## config.mk

```make
export PLATFORM = sky130hd
export DESIGN_NAME = mvm_host_driver
export DESIGN_NICKNAME = d
export VERILOG_FILES = /design/src/rtl/mvm_drv_pkg.sv /design/src/rtl/mvm_drv_buf.sv /design/src/rtl/mvm_host_driver.sv
export SDC_FILE = /design/constraint.sdc
export NUM_CORES = 1
export LEC_CHECK = 0
export ABC_AREA = 1
export CORE_MARGIN = 3
export CORE_UTILIZATION = 54
export DETAILED_ROUTE_END_ITERATION = 7
export PLACE_DENSITY = 0.76
export REMOVE_ABC_BUFFERS = 1
export SKIP_CTS_REPAIR_TIMING = 1
export SYNTH_ARGS = -nofsm -noshare
export SYNTH_HDL_FRONTEND = slang
export SYNTH_SLANG_ARGS = --single-unit
```

## constraint.sdc

```tcl
create_clock -name clk -period 2.7 [get_ports clk]
set_input_delay 0.54 -clock clk [delete_from_list [all_inputs] [get_ports clk]]
set_output_delay 0.54 -clock clk [all_outputs]
set_load 0.005 [all_outputs]
```

## src/rtl/mvm_drv_pkg.sv

```systemverilog
// mvm_drv_pkg: shared states and constants for the MVM host driver.
package mvm_drv_pkg;
  typedef enum logic [3:0] {
    IDLE,
    FILL,
    LOAD_M,
    GAP_M,
    LOAD_V,
    GAP_V,
    START,
    WAIT_DONE,
    CAPTURE,
    DRAIN
  } state_t;
  localparam int GAP_CYCLES = 1;
  localparam int ERR_TIMEOUT = 0;
  localparam int ERR_NO_MATRIX = 1;
endpackage

```

## src/rtl/mvm_drv_buf.sv

```systemverilog
// mvm_drv_buf: single-port register file with synchronous read, holds one input frame.
module mvm_drv_buf #(
  parameter int depth = 20,
  parameter int width = 8
) (
  input  logic                     clk,
  input  logic                     we,
  input  logic [$clog2(depth)-1:0] addr,
  input  logic [width-1:0]         wdata,
  output logic [width-1:0]         rdata
);
  logic [width-1:0] mem [depth];
  always_ff @(posedge clk) begin
    if (we) mem[addr] <= wdata;
    rdata <= mem[addr];
  end
endmodule

```

## src/rtl/mvm_host_driver.sv

```systemverilog
// mvm_host_driver: buffers a frame, replays it as MVM load/start bursts, drains the k results.
module mvm_host_driver
  import mvm_drv_pkg::*;
#(
  parameter int k       = 4,
  parameter int b       = 8,
  parameter int TIMEOUT = 256
) (
  input  logic           clk,
  input  logic           reset,
  input  logic [b-1:0]   in_data,
  input  logic           in_valid,
  output logic           in_ready,
  input  logic           in_vec_only,
  output logic           mvm_loadMatrix,
  output logic           mvm_loadVector,
  output logic           mvm_start,
  output logic [b-1:0]   mvm_data_in,
  input  logic           mvm_done,
  input  logic [2*b-1:0] mvm_data_out,
  output logic [2*b-1:0] out_data,
  output logic           out_valid,
  input  logic           out_ready,
  output logic           out_last,
  output logic           busy,
  output logic [1:0]     err
);
  localparam int KK = k * k;
  localparam int N  = KK + k;
  localparam int AW = $clog2(N);
  localparam int RW = $clog2(k);
  localparam int CW = $clog2(TIMEOUT + N + 1) + 1;
  state_t state, state_n;
  logic [CW-1:0] cnt, cnt_n;
  logic [AW-1:0] wr_ptr, buf_addr;
  logic [b-1:0] rd_data;
  logic started, vec_only, matrix_loaded, hs_in;
  logic [2*b-1:0] res [k];
  assign hs_in = in_ready & in_valid;
  assign busy = state != IDLE;
  // Vector words always live at offset KK, so a vec-only frame reuses the same read path.
  assign buf_addr = state == IDLE   ? (in_vec_only ? AW'(KK) : '0) :
                    state == FILL   ? wr_ptr :
                    state == LOAD_V ? AW'(KK) + cnt[AW-1:0] : cnt[AW-1:0];
  mvm_drv_buf #(.depth(N), .width(b)) u_buf (
    .clk(clk),
    .we(hs_in),
    .addr(buf_addr),
    .wdata(in_data),
    .rdata(rd_data)
  );
  always_comb begin
    state_n = state;
    in_ready = 1'b0;
    mvm_loadMatrix = 1'b0;
    mvm_loadVector = 1'b0;
    mvm_start = 1'b0;
    mvm_data_in = '0;
    out_valid = 1'b0;
    out_data = '0;
    out_last = 1'b0;
    case (state)
      IDLE: begin
        in_ready = started;
        if (started && in_valid) state_n = FILL;
      end
      FILL: begin
        in_ready = 1'b1;
        if (in_valid && wr_ptr == AW'(N - 1)) state_n = vec_only ? LOAD_V : LOAD_M;
      end
      LOAD_M: begin
        mvm_loadMatrix = cnt == '0;
        mvm_data_in = cnt != '0 ? rd_data : '0;
        if (cnt == CW'(KK)) state_n = GAP_M;
      end
      GAP_M: if (cnt == CW'(GAP_CYCLES - 1)) state_n = LOAD_V;
      LOAD_V: begin
        mvm_loadVector = cnt == '0;
        mvm_data_in = cnt != '0 ? rd_data : '0;
        if (cnt == CW'(k)) state_n = GAP_V;
      end
      GAP_V: if (cnt == CW'(GAP_CYCLES - 1)) state_n = START;
      START: begin
        mvm_start = 1'b1;
        state_n = WAIT_DONE;
      end
      WAIT_DONE: state_n = mvm_done ? CAPTURE : cnt == CW'(TIMEOUT) ? IDLE : WAIT_DONE;
      CAPTURE: if (cnt == CW'(k - 1)) state_n = DRAIN;
      DRAIN: begin
        out_valid = 1'b1;
        out_data = res[cnt[RW-1:0]];
        out_last = cnt == CW'(k - 1);
        if (out_ready && out_last) state_n = IDLE;
      end
      default: state_n = IDLE;
    endcase
    // WAIT_DONE starts at 1 so cnt equals cycles elapsed since the start pulse.
    cnt_n = state_n != state ? CW'(state == START) :
            (state == IDLE || state == FILL) ? '0 :
            state == DRAIN ? cnt + CW'(out_ready) : cnt + 1'b1;
  end
  always_ff @(posedge clk or posedge reset) begin
    if (reset) begin
      state <= IDLE;
      cnt <= '0;
      wr_ptr <= '0;
      started <= 1'b0;
      vec_only <= 1'b0;
      matrix_loaded <= 1'b0;
      err <= '0;
      for (int i = 0; i < k; i++) res[i] <= '0;
    end else begin
      started <= 1'b1;
      state <= state_n;
      cnt <= cnt_n;
      if (hs_in) wr_ptr <= buf_addr + 1'b1;
      if (hs_in && state == IDLE) begin
        vec_only <= in_vec_only;
        if (in_vec_only && !matrix_loaded) err[ERR_NO_MATRIX] <= 1'b1;
      end
      if (state == LOAD_M) matrix_loaded <= 1'b1;
      if (state == WAIT_DONE && !mvm_done && cnt == CW'(TIMEOUT)) err[ERR_TIMEOUT] <= 1'b1;
      if (state == CAPTURE) res[cnt[RW-1:0]] <= mvm_data_out;
    end
  end
endmodule

```

* Word-level counts from Yosys, hierarchy flattened
Memory sizes are Yosys's and may differ from the RTL's. A register that Yosys moved wholly into a read port is not among the register bits. Index checks and enable logic that the tools add are counted.
Word-level totals: memories kept 1, word-level logic and storage cells 89, bits in writable memories 160, bits in registers 88
Cells by class: bitwise operators 2, eq/ne operators 15, muxes and demuxes 36, order comparisons 2, reduce and logical (&&, ||, !) cells 17, add/subtract/negate cells 4
Memories:
- u_buf.mem | words 20, width 8, read ports 1, clocked after Yosys merged registers in 1, wr ports 1, line mvm_drv_buf.sv:12 | logic [width-1:0] mem [depth];
Operators by type and width (count):
- bitwise mux 64 bit | 1
- 2-to-1 mux 16 bit | 4
- case mux 4 bit (10 select lines) | 1
- 2-to-1 mux 4 bit | 9
- binary-select mux 16 bit (select 2 bit) | 1
- demux 16 bit (select 2 bit) | 1
- 2-to-1 mux 10 bit | 3
- 2-to-1 mux 5 bit | 4
- == test 4 x 3 -> 1 bit, second input constant | 4
- 2-to-1 mux 8 bit | 2
- adder 10 x 1 -> 10 bit | 1
- adder 10 x 1 -> 10 bit, second input constant | 1
- == test 10 x 2 -> 1 bit, second input constant | 1
- == test 10 x 3 -> 1 bit, second input constant | 1
- == test 10 x 5 -> 1 bit, second input constant | 1
- == test 10 x 9 -> 1 bit, second input constant | 1
- zero test 10 bit | 1
- nonzero test 10 bit | 1
- == test 4 x 2 -> 1 bit, second input constant | 2
- == test 4 bit, second input constant | 2
- logical AND 1 bit | 8
- 2-to-1 mux 1 bit | 7
- 2-to-1 mux 3 bit | 2
- adder 5 x 1 -> 5 bit, second input constant | 1
- 15 further kinds | 16

* Longest topological paths before layout
depth after elaboration 6, gate-level depth with buffers 15, mapped depth without buffers 14

* Hierarchy
Synthesis repeated with hierarchy kept, for this count alone.
Second synthesis, totals: cells, all modules 1192, area, all modules 11407.2 um^2
Modules (own cells, without submodules):
- mvm_drv_buf | cells an instance 642, area an instance 6897.9 um^2, instances 1, seq. area each 4964.8 um^2
- mvm_host_driver | cells an instance 550, area an instance 4509.3 um^2, instances 1, seq. area each 2202.1 um^2

* Worst setup path after synthesis
Ideal clock, no wire load.
kind register to register, start register state[1], end memory u_buf.mem[11][0] (enable), arrival time 2.009 ns, cell stages (with the launch flop) 11, library setup time 0.370 ns, buffers on the path 2, slack 0.321 ns, path through dfrtp_1 inv_2 nand2_2 nor2_4 nand2_4 nand2_2 buf_4 buf_2 ha_1 nand2_1 nor2_1
Between the ends: word-level cells in the longest chain between the ends 5, elaborated cells between the ends (all ways) 10, classes of those cells eq/ne (2); mux (6); bitwise (1); reduce/logical (1)
Ends and longest elaborated chain:
- from (decl) | line mvm_host_driver.sv:33 | state_t state, state_n;
- from (signal assigned) | line mvm_host_driver.sv:114 | state <= state_n;
- == test 4 x 1 -> 1 bit or zero test 4 bit (tied branches) | line mvm_host_driver.sv:43, mvm_host_driver.sv:62, mvm_host_driver.sv:42
- case mux 1 bit (2 select lines) | line mvm_host_driver.sv:62 | case (state)
- AND 1 bit | line mvm_host_driver.sv:39 | assign hs_in = in_ready & in_valid;
- 2-to-1 mux 1 bit | line mvm_drv_buf.sv:14 | if (we) mem[addr] <= wdata;
- 2-to-1 mux 1 bit (not written as such) | line mvm_drv_buf.sv:14
- to (decl) | line mvm_drv_buf.sv:12
Several ways; a longest one is shown, not always the timed one.

* Final worst setup path
start register state[1], end output out_data[9]
Between the ends: word-level cells in the longest chain between the ends 2
Ends and longest elaborated chain:
- == test 4 bit | line mvm_host_driver.sv:62
- 2-to-1 mux 16 bit | line mvm_host_driver.sv:62
- to (decl) | line mvm_host_driver.sv:21 | output logic [2*b-1:0] out_data,
No other way between the ends.

==> qor.yml <==
status: "complete, but fails checks"
violations: "setup timing"
synth_seq_area_share: 0.634
num-nets-final: 1282
clk_latency_ns: 0.52
met2_length_um: 12800
rsz0062_at_grt: "true"
drt_iter0_markers: 635
leakage_nw: 6.07
period_share: 1.05
cts-root-buf: "clkbuf_16"
globalRoute.totalOverflow: 0
place.gp.congestion: 0.900
fmax_mhz: 354
grt_usage: 0.231
end_kind: "primary output"
worstSetupPathType: "register to primary output"
worstPathCellList: "inv_4 > nand2_2 > nor3_4 > inv_2 > buf_8 > a21oi_4 > clkdlybuf4s50_1"
vias: 8377
fp.dieH_um: 151
slew_headroom: 0.452
cts_tree: "done"
drv_cap: 0
post_drt_wl_per_cell_um: 17.3
cts_buffer_depth: 3
cp.arrival_ns: 2.29
ys_types: 37
grt_pass1_wl_um: 41000
layout_commonest_cell: "nand2_1"
finClkSkew_ns: 0.0108
drc: 0
wl_met3_um: 1810
r2r_cells: 10
design.die.area_mm2: 0.0227
start_kind: "register"
crit_fanout: 17
hold_viol_final: 0
n_antenna_cell: 0
max_slew.worst_pin.slew_ns: 0.820
ys_ff_latch: 256
ant_nets: 0
finalMaxSlewViolations: 0
fillerInstances: 1537
num_io_pins: 63
postSynthAreaPerCell_um2: 10.0
initial_core_util: 0.553
dr.pass1.iters: 7
drt-total-wl_um: 26500
setup_viol_count_final: 2
fin_setup_tns_ns: -0.214
syn_inst: 1128
min_period_ns: 2.83
dp_slack_ns: -0.156
drive_gt1_frac: 0.152
critical_path_required_ns: 2.16
ys_warn_count: 0
antenna_found_initial: 0
drt-met1-wl_um: 11300
power.density_mw_per_mm2: 907
grt_pass1_vias: 7876
portBuffers: 62
core_region_area_mm2: 0.0204
cts.clk_slew.worst_paths_ns: 0.06
via_per_inst: 5.45
htreeDepth: 1
vdd.ir_drop.worst_uv: 569
clock_sinks: 256
dp_hpwl_um: 16900
final_cell_mix: "nand2_1, edfxtp_1, nor2_1, inv_1, o21ai_0"
grt_max_degree: 78
setup_ws_ns: -0.127
numCtsBuffers: 27
top_layer_used: "met4"
dieWidth_um: 151
row_count: 52
finalPower_mw: 12.5
netlist_area_mm2: 0.0113
slowest_delay_ns: 0.52
crit_slowest_cell: "clkdlybuf4s50_1"
area_growth_syn_to_layout_pct: 21.4
hold_class: "input pin to async pin"
[final timing paths]
path / from / end / slack (ns)
worst max-delay path: state[1] / out_data[9] / -0.13
worst max register to register: state[3] / u_buf.mem[14][6] / 0.27
max in group asynchronous: reset / cnt[8] / 1.72
worst min register to register: matrix_loaded / err[1] / 0.45
worst min-delay path: reset / cnt[0] / 0.37
min in group clk: matrix_loaded / err[1] / 0.45
[Yosys cell counts, drive strengths merged]
master | n | area share
ha | 6 | 0.0066
clkinv | 3 | 0.0010
clkbuf | 21 | 0.0070
o22ai | 7 | 0.0039
inv | 104 | 0.035
a21oi | 43 | 0.019
nand3 | 56 | 0.026
xor2 | 1 | 0.00077
nor3 | 5 | 0.0027
o211ai | 20 | 0.013
nand4 | 2 | 0.0011
nand3b | 16 | 0.011
dfxtp | 8 | 0.014
buf | 26 | 0.016
nand2 | 268 | 0.091
edfxtp | 160 | 0.42
or2 | 9 | 0.0050
a41o | 1 | 0.00089
a22oi | 32 | 0.021
nor2 | 129 | 0.048
o21bai | 3 | 0.0020
o2bb2ai | 4 | 0.0031
o21ai | 115 | 0.052
dfrtp | 88 | 0.19
conb | 1 | 0.00033
[state kept, by name, summed over array words and instances (netlist names)]
register and count:
vec_only 1, res 64, wr_ptr 5, started 1, cnt 10, err 2
u_buf.rdata 8, state 4, matrix_loaded 1, u_buf.mem 160
[where the power goes]
part	internal, mW	switching, mW
logic	1.45	2.59
registers	4.60	0.236
clock network	2.14	1.43
total	8.20	4.26
[final cells by class]
class / instances / area [um^2] / share of cell area
tap: 270 / 338 / 0.0246
multi-input combinational: 718 / 3630 / 0.265
timing repair buffer: 136 / 1310 / 0.0957
clock buffer: 41 / 768 / 0.0560
inverter: 107 / 408 / 0.0297
sequential: 256 / 7180 / 0.523
clock inverter: 8 / 91.3 / 0.00665
[worst max-delay path: cells and delay by family (launching register included)]
kind                   cells  cell delay (ns)
buffers and inverters      4             0.83
flip-flops                 1             0.45
AND/OR/NAND/NOR            2             0.33
AO/OA/AOI/OAI              1             0.15
[cells by family after synthesis]
| group | after synthesis | share of synthesized area |
|---|---|---|
| flip-flops | 256 | 0.634 |
| buffers and inverters | 154 | 0.0584 |
| other | 1 | 0.000332 |
| XOR/XNOR | 1 | 0.000775 |
| AO/OA/AOI/OAI | 225 | 0.115 |
| adder cells (fa/ha/maj) | 6 | 0.00664 |
| AND/OR/NAND/NOR | 485 | 0.185 |
[metal layers]
metal,track usage,vias up
li1,-,4052
met1,0.323,3959
met2,0.383,310
met3,0.0301,56
met4,0.0657,0
met5,0,-
[stage by stage]
| stage | std cells | utilization | hold slack, ns | cell area [um^2] |
|---|---|---|---|---|
| global placement | 1474 | 0.613 | 0.447 | 12500 |
| floorplan | 1081 | - | 0.421 | 11000 |
| global route | 1536 | 0.672 | 0.401 | 13700 |
| detailed placement | 1474 | 0.613 | 0.450 | 12500 |
| finish | 1536 | 0.672 | 0.375 | 13700 |
| CTS | 1523 | 0.655 | 0.375 | 13400 |
Note: power is estimated with default switching activity, not from simulation.
